--- src/rtl/mem_stage.sv ---
`default_nettype none
// ============================================================================
// Module   : mem_stage
// Purpose  : Memory-access pipeline stage. Registers the EX->MEM bus,
//            aligns/extends load data and selects the write-back value.
// Revision : 1.0 - initial release
// ============================================================================
module mem_stage #(
  parameter int EX_TO_MEM_WD = 81,
  parameter int MEM_TO_WB_WD = 70,
  parameter int STALL_W      = 6
) (
  input  logic                    clk,
  input  logic                    rst,
  input  logic                    flush,
  input  logic [STALL_W-1:0]      stall,
  input  logic [EX_TO_MEM_WD-1:0] ex_to_mem_bus,
  input  logic [31:0]             data_sram_rdata,
  output logic [MEM_TO_WB_WD-1:0] mem_to_wb_bus,
  output logic [37:0]             mem_to_id_fwd
);

  localparam int c_stall_mem = 3;
  localparam int c_stall_wb  = 4;

  logic [EX_TO_MEM_WD-1:0] r_bus;
  logic [31:0]             r_rdata_hold;
  logic                    r_hold_vld;

  logic        w_stall_mem;
  logic        w_bubble;
  logic        w_hold;
  logic [4:0]  w_mem_op;
  logic [31:0] w_pc;
  logic        w_sel_rf_res;
  logic        w_rf_we;
  logic [4:0]  w_rf_waddr;
  logic [31:0] w_ex_result;
  logic [31:0] w_rdata;
  logic [7:0]  w_byte;
  logic [15:0] w_half;
  logic [31:0] w_load_data;
  logic [31:0] w_rf_wdata;
  logic        w_unused;

  assign w_stall_mem = stall[c_stall_mem];
  assign w_bubble    = stall[c_stall_mem] & ~stall[c_stall_wb];
  assign w_hold      = stall[c_stall_mem] &  stall[c_stall_wb];

  always_ff @(posedge clk or posedge rst) begin
    if (rst) begin
      r_bus <= '0;
    end else if (flush || w_bubble) begin
      r_bus <= '0;
    end else if (!w_stall_mem) begin
      r_bus <= ex_to_mem_bus;
    end
  end

  // SRAM output is only trustworthy in the first cycle of a hold; keep that copy.
  always_ff @(posedge clk or posedge rst) begin
    if (rst) begin
      r_rdata_hold <= 32'd0;
      r_hold_vld   <= 1'b0;
    end else if (flush || !w_hold) begin
      r_hold_vld   <= 1'b0;
    end else if (!r_hold_vld) begin
      r_rdata_hold <= data_sram_rdata;
      r_hold_vld   <= 1'b1;
    end
  end

  assign w_mem_op     = r_bus[80:76];
  assign w_pc         = r_bus[75:44];
  assign w_sel_rf_res = r_bus[38];
  assign w_rf_we      = r_bus[37];
  assign w_rf_waddr   = r_bus[36:32];
  assign w_ex_result  = r_bus[31:0];

  assign w_rdata = r_hold_vld ? r_rdata_hold : data_sram_rdata;

  always_comb begin
    w_byte = 8'd0;
    case (w_ex_result[1:0])
      2'd0:    w_byte = w_rdata[7:0];
      2'd1:    w_byte = w_rdata[15:8];
      2'd2:    w_byte = w_rdata[23:16];
      default: w_byte = w_rdata[31:24];
    endcase
  end

  assign w_half = w_ex_result[1] ? w_rdata[31:16] : w_rdata[15:0];

  // mem_op one-hot: {lb, lbu, lh, lhu, lw}; misaligned halfwords yield 0.
  always_comb begin
    w_load_data = 32'd0;
    if (w_mem_op[4]) begin
      w_load_data = {{24{w_byte[7]}}, w_byte};
    end else if (w_mem_op[3]) begin
      w_load_data = {24'd0, w_byte};
    end else if (w_mem_op[2]) begin
      w_load_data = w_ex_result[0] ? 32'd0 : {{16{w_half[15]}}, w_half};
    end else if (w_mem_op[1]) begin
      w_load_data = w_ex_result[0] ? 32'd0 : {16'd0, w_half};
    end else if (w_mem_op[0]) begin
      w_load_data = w_rdata;
    end
  end

  assign w_rf_wdata = w_sel_rf_res ? w_load_data : w_ex_result;

  assign mem_to_wb_bus = {w_pc, w_rf_we, w_rf_waddr, w_rf_wdata};
  assign mem_to_id_fwd = {w_rf_we, w_rf_waddr, w_rf_wdata};

  assign w_unused = ^{r_bus[43:39], stall[STALL_W-1:c_stall_wb+1], stall[c_stall_mem-1:0]};

endmodule
`default_nettype wire

--- config.mk ---
export PLATFORM = sky130hd
export DESIGN_NAME = mem_stage
export DESIGN_NICKNAME = d
export VERILOG_FILES = /design/src/rtl/mem_stage.sv
export SDC_FILE = /design/constraint.sdc
export NUM_CORES = 1
export LEC_CHECK = 0
export BUFFER_PORTS_ARGS = -buffer_cell sky130_fd_sc_hd__buf_2
export CAP_MARGIN = 25
export CORE_MARGIN = 5
export CORE_UTILIZATION = 49
export CTS_CLUSTER_DIAMETER = 40
export CTS_CLUSTER_SIZE = 10
export DETAILED_ROUTE_END_ITERATION = 12
export PLACE_DENSITY = 0.9
export SYNTH_ARGS = -nofsm -noshare
export SYNTH_HDL_FRONTEND = slang
export SYNTH_SLANG_ARGS = --single-unit
--- constraint.sdc ---
create_clock -name clk -period 5.1 [get_ports clk]
set_input_delay 1.02 -clock clk [delete_from_list [all_inputs] [get_ports clk]]
set_output_delay 1.02 -clock clk [all_outputs]
set_load 0.05 [all_outputs]
==> metrics.md, run 1 <==
| Metric | Value |
|---|---|
| Most common cell after layout, fill and taps aside | `buf_2` |
| RSZ-0062 raised after global routing | `false` |
| Reg2reg setup slack | `about 3.1 ns` |
| Post-DP HPWL | `about 13 mm` |
| Final antenna-violating net count | `0` |
| Die Wd | `120 µm` |
| Synthesis-to-layout area growth | `15.9%` |
| Final setup TNS | `0 ns` |
| Post-DP Area | `6510 µm²` |
| Synth cell types | `43` |
| Slew margin rel. | `52.3%` |
| DR DRC count | `0` |
| Asr flop ratio synth | `100%` |
| CP Capture Type | `primary output` |
| Min Hold Slack | `0.505 ns` |
| First-pass GRT wire length | `between 20 and 30 mm` |
| Syn Nets | `655` |
| Fin crit share | `79.4%` |
| Crit path time final | `4.05 ns` |
| Final #Nets | `779` |
| Clock-pin slew on the worst setup and hold paths | `around 0.070 ns` |
| Post-synth EDFFs | `0` |
| Critical path class | `flop to primary output` |
| # port buffers | `220` |
| WP data required | `between 4 and 5 ns` |
| Setup WS pre-CTS | `approximately 1.1 ns` |
| Core Box Area | `11900 µm²` |
| Final hold vios | `0` |
| Tightest Pin Transition | `just over 0.7 ns` |
| Core Rows | `40` |
| Clock Skew | `0.00542 ns` |
| Share of cells above drive strength 1 | `between 40% and 50%` |
| Insertion delay to the later sink of the worst-skew pair | `0.35 ns` |
| Clock buffer depth | `2` |
| Final critical-path setup slack | `1.05 ns` |
| 1st-iter DRT viols | `383` |
| Initial Utilization | `49.5%` |
| Chip height | `around 120 µm` |
| Most frequent cells in the layout | `220 x buf_2, 108 x dfrtp_1, 76 x a22o_1, 37 x mux2_2, 33 x nor2_1` |
| Final Wtd Congestion | `0.878` |
| GRT overflow | `0` |
| WL/cell | `20.9 µm` |
| R2R depth | `3` |
| Die area | `14300 µm²` |
| Pwr Density | `roughly 330 nW/µm²` |
| Hold Buf Count CTS | `0` |
| Post-synthesis sequential area ratio | `between 40% and 50%` |
| Crit path DAT | `3.03 ns` |
| #FFs+latches synth | `109` |
| Final instance area | `6830 µm²` |
| Crit path max fanout | `20` |
| Synthesized area | `5890 µm²` |
| Gates resized, CTS repair | `0` |
| Diodes inserted | `0` |
| Worst Min Path Start | `r_bus[68]$_DFFE_PP0P_` |
| Post-synth top flop | `dfrtp_1` |
| Final setup fails | `0` |
| Reg-to-reg startpoint | `r_hold_vld$_DFF_PP0_` |
| Mean Syn Cell Area | `approximately 11 µm²` |
| Hold endpoint | `r_bus[68]$_DFFE_PP0P_` |
| Slew Limit Fails | `0` |
| Worst hold path type | `flop to flop` |
| Max-cap violations | `0` |
| Status | `complete, no violations` |
| Pin count of the biggest net entering global routing | `83` |
| First-pass detailed-route iteration total | `5` |
| Post-Syn Instances | `approximately 530` |
| Leak | `3.52 nW` |
| Post-CTS repair timing setup buffer count | `0` |
| Total number of vias | `4809` |
| Ys Warns | `0` |
| Vias per inst | `5.94` |
| Worst vdd ir | `164 µV` |
| Clock root buffer | `clkbuf_16` |
| Maximum clock rate | `247 MHz` |
| Power Total | `0.00222 W` |
| Io pins | `230` |
| Initial antenna violation count | `0` |
| Overall routing resource usage | `23.4%` |
| Drt total wl | `16.9 mm` |
| CTS tree | `done` |
| Startpoint types | `flop` |
| Clock tree sinks | `about 110` |
| CTS H-tree depth | `3` |
| Number of buffers created by CTS | `9` |
| RR Endpoint | `r_rdata_hold[29]$_DFFE_PP0P_` |
| Vias in the first global route | `around 4900` |
| Hold depth | `1` |
==> critical path: stages, from the launching register on <==
cell      delay (ns)
dfrtp_2         0.71
mux2_2          0.43
mux4_2          0.53
nand3_1         0.41
o311ai_0        0.31
buf_2           0.29
==> through the flow <==
step,cells,util [%]
2_1_floorplan,533,-
3_3_place_gp,790,54.6
3_5_place_dp,791,54.7
4_1_cts,807,57.0
5_1_grt,809,57.4
6_report,809,57.4
==> worst max path at each step <==
stage / from / to / slack (ns)
floorplan: data_sram_rdata[30] / mem_to_wb_bus[14] / 0.43
global placement: data_sram_rdata[23] / mem_to_id_fwd[14] / 1.14
detailed placement: data_sram_rdata[23] / mem_to_id_fwd[14] / 1.14
CTS: r_hold_vld$_DFF_PP0_ / mem_to_id_fwd[14] / 1.06
global route: r_hold_vld$_DFF_PP0_ / mem_to_wb_bus[2] / 0.91
finish: r_hold_vld$_DFF_PP0_ / mem_to_id_fwd[14] / 1.05
==> power breakdown <==
part           internal (W)  switching [W]
combinational      0.000180       0.000380
clock              0.000338       0.000330
sequential         0.000942      0.0000554
total               0.00146       0.000765
==> cell type report <==
class / count / area (µm²)
multi-input cells: 293 / 2380
clock inverters: 7 / 56.3
repair buffers: 230 / 1200
inverters: 14 / 55.1
well taps: 147 / 184
flip-flops and latches: 109 / 2730
clock buffers: 9 / 225
fillers: 1013 / 5080
==> state kept, by name, summed over array words and instances, names as in the netlist <==
register,cells
r_bus,76
r_hold_vld,1
r_rdata_hold,32
==> synthesized netlist by cell type, types with 8 or more instances <==
| master | instances | share of area [%] |
|---|---|---|
| nor2_1 | 35 | 2.2 |
| mux2i_1 | 24 | 4.1 |
| clkbuf_1 | 28 | 1.8 |
| a211oi_1 | 8 | 1.0 |
| a22oi_1 | 9 | 1.1 |
| inv_1 | 13 | 0.83 |
| a21oi_1 | 23 | 2.0 |
| a22o_1 | 76 | 11 |
| nand2_1 | 19 | 1.2 |
| dfrtp_1 | 109 | 46 |
| mux2_2 | 37 | 7.1 |
| a221oi_1 | 12 | 1.8 |
| buf_4 | 79 | 10 |
==> layer usage <==
metal / routed length (µm) / vias to the layer above / global-route usage, %
met5: 0 / - / 0
met1: 6600 / 2329 / 29.2
met4: 544 / 0 / 10.7
met3: 1560 / 35 / 5.51
met2: 8190 / 300 / 38.8
li1: - / 2145 / -
==> cells by family (layout without fill, tap and decap cells) <==
family	after synthesis	count (layout)	share of synthesized area (%)
AND/OR/NAND/NOR	70	70	5.18
flip-flops	109	109	46.3
multiplexers	68	68	13.7
buffers and inverters	131	260	13.7
AO/OA/AOI/OAI	155	155	21.1
Power figures use the tool's default switching activity.
==> run 2, diff against run 1 <==
--- a/config.mk
+++ b/config.mk
@@ -8,11 +8,11 @@
 export BUFFER_PORTS_ARGS = -buffer_cell sky130_fd_sc_hd__buf_2
 export CAP_MARGIN = 25
 export CORE_MARGIN = 5
-export CORE_UTILIZATION = 49
+export CORE_UTILIZATION = 45
 export CTS_CLUSTER_DIAMETER = 40
 export CTS_CLUSTER_SIZE = 10
 export DETAILED_ROUTE_END_ITERATION = 12
-export PLACE_DENSITY = 0.9
+export PLACE_DENSITY = 0.88
 export SYNTH_ARGS = -nofsm -noshare
 export SYNTH_HDL_FRONTEND = slang
 export SYNTH_SLANG_ARGS = --single-unit
==> constraint.sdc (replaced) <==
create_clock -name clk -period 3.5 [get_ports clk]
set_input_delay 0.7 -clock clk [delete_from_list [all_inputs] [get_ports clk]]
set_output_delay 0.7 -clock clk [all_outputs]
set_load 0.05 [all_outputs]
==> metrics.md, run 2 (synthesis results as in run 1) <==
| Metric | Value |
|---|---|
| First-pass detailed-route iteration total | `5` |
| Crit path time final | `~3.4 ns` |
| Fin crit share | `95.8%` |
| Crit path max fanout | `11` |
| Hold Buf Count CTS | `0` |
| Overall routing resource usage | `21.0%` |
| Tightest Pin Transition | `approximately 0.76 ns` |
| CTS H-tree depth | `3` |
| Leak | `3.60 nW` |
| Final #Nets | `786` |
| Status | `complete, no violations` |
| Clock buffer depth | `2` |
| Top flop regs | `r_bus: 76 flops, r_rdata_hold: 32 flops, r_hold_vld: 1 flops` |
| Initial antenna violation count | `2` |
| WL/cell | `20.0 µm` |
| WP data required | `2.80 ns` |
| Share of cells above drive strength 1 | `47.5%` |
| Worst vdd ir | `293 µV` |
| CTS tree | `done` |
| Final hold vios | `0` |
| Critical path class | `flop to primary output` |
| Pwr Density | `approximately 470 nW/µm²` |
| Vias in the first global route | `4638` |
| Core Rows | `41` |
| Clock-pin slew on the worst setup and hold paths | `0.08 ns` |
| Drt total wl | `roughly 17 mm` |
| Slew margin rel. | `49.4%` |
| Most frequent cells in the layout | `220 x buf_2, 108 x dfrtp_1, 76 x a22o_1, 37 x mux2_2, 33 x nor2_1` |
| RSZ-0062 raised after global routing | `false` |
| Pin count of the biggest net entering global routing | `67` |
| Slew Limit Fails | `0` |
| Insertion delay to the later sink of the worst-skew pair | `~0.34 ns` |
| Clock root buffer | `clkbuf_16` |
| 1st-iter DRT viols | `~360` |
| Worst hold path type | `input pin to async pin` |
| Vias per inst | `5.57` |
| Chip height | `~120 µm` |
| Startpoint types | `flop` |
| Largest register FFs | `76` |
| Synthesis-to-layout area growth | `19.0%` |
| Core Box Area | `12700 µm²` |
| Gates resized, CTS repair | `0` |
| Total number of vias | `4688` |
| Die area | `approximately 15000 µm²` |
| Final setup fails | `0` |
| Post-CTS repair timing setup buffer count | `0` |
| Maximum clock rate | `298 MHz` |
| Power Total | `~0.0033 W` |
| Post-DP Area | `6710 µm²` |
| Final Wtd Congestion | `0.904` |
| Initial Utilization | `46.3%` |
| Final antenna-violating net count | `0` |
| Crit path DAT | `2.65 ns` |
| Clock tree sinks | `109` |
| Diodes inserted | `0` |
| First-pass GRT wire length | `25.9 mm` |
| Most common cell after layout, fill and taps aside | `buf_2` |
| Post-DP HPWL | `12.8 mm` |
| GRT overflow | `0` |
| Max-cap violations | `0` |
| Io pins | `230` |
| Final setup TNS | `0 ns` |
| Number of buffers created by CTS | `9` |
| # port buffers | `220` |
| DR DRC count | `0` |
| Largest Register | `r_bus` |
| CP Capture Type | `primary output` |
| Die Wd | `124 µm` |
| Final instance area | `7010 µm²` |
| Clock Skew | `0.00623 ns` |
==> run 2: cell count changes in the layout (fill, tap and decap cells not counted), sizes merged <==
cell / change
buf: +7
clkinvlp: +1
clkinv: -1
==> run 2: stage by stage <==
stage,setup slack (ns),cells,utilization (%),hold WS (ns)
3_3_place_gp,0.298,825,52.8,0.482
6_report,0.146,841,55.1,0.462
3_5_place_dp,0.263,825,52.8,0.486
5_1_grt,0.00285,841,55.1,0.521
4_1_cts,0.137,841,55.1,0.473
2_1_floorplan,-0.0806,533,-,0.473
==> run 2: power breakdown <==
part / total, W / switching [W] / internal (W)
registers: 0.00145 / 0.0000754 / 0.00137
clock network: 0.00101 / 0.000503 / 0.000508
logic: 0.000839 / 0.000566 / 0.000274
total: 0.00330 / 0.00114 / 0.00215
==> run 2: per-layer routing <==
| layer | part of all wire (%) | global-route usage [%] | routed length [µm] | vias to the layer above |
|---|---|---|---|---|
| li1 | - | - | - | 2172 |
| met1 | 42 | 27.5 | 7090 | 2277 |
| met2 | 47 | 33.6 | 7980 | 216 |
| met3 | 8.7 | 6.78 | 1460 | 19 |
| met4 | 1.7 | 5.80 | 294 | 4 |
| met5 | 0.14 | 0 | 23 | - |
==> run 2: final cells by class <==
| class | instances | area (µm²) |
|---|---|---|
| fill | 1136 | 5710 |
| sequential | 109 | 2730 |
| clock inverter | 7 | 75.1 |
| multi-input combinational | 293 | 2450 |
| timing repair buffer | 237 | 1270 |
| tap | 172 | 215 |
| clock buffer | 9 | 225 |
| inverter | 14 | 56.3 |
==> run 2: worst paths after layout <==
check / start / to / slack (ns) / depth (start not counted)
setup / recovery: r_hold_vld$_DFF_PP0_ / mem_to_id_fwd[26] / 0.15 / 5
hold / removal: rst / r_bus[45]$_DFFE_PP0P_ / 0.46 / 2
setup reg to reg: r_hold_vld$_DFF_PP0_ / r_rdata_hold[8]$_DFFE_PP0P_ / 1.82 / 3
hold reg to reg: r_bus[52]$_DFFE_PP0P_ / r_bus[52]$_DFFE_PP0P_ / 0.50 / 1
max in group asynchronous: rst / r_rdata_hold[24]$_DFFE_PP0P_ / 2.23 / 3
min in group clk: r_bus[52]$_DFFE_PP0P_ / r_bus[52]$_DFFE_PP0P_ / 0.50 / 1
==> run 2: worst max-delay path, cell delays in order (launching register included) <==
cell	delay, ns
dfrtp_2	0.50
mux2_2	0.39
mux4_2	0.52
a31oi_4	0.39
o221ai_1	0.24
buf_2	0.26
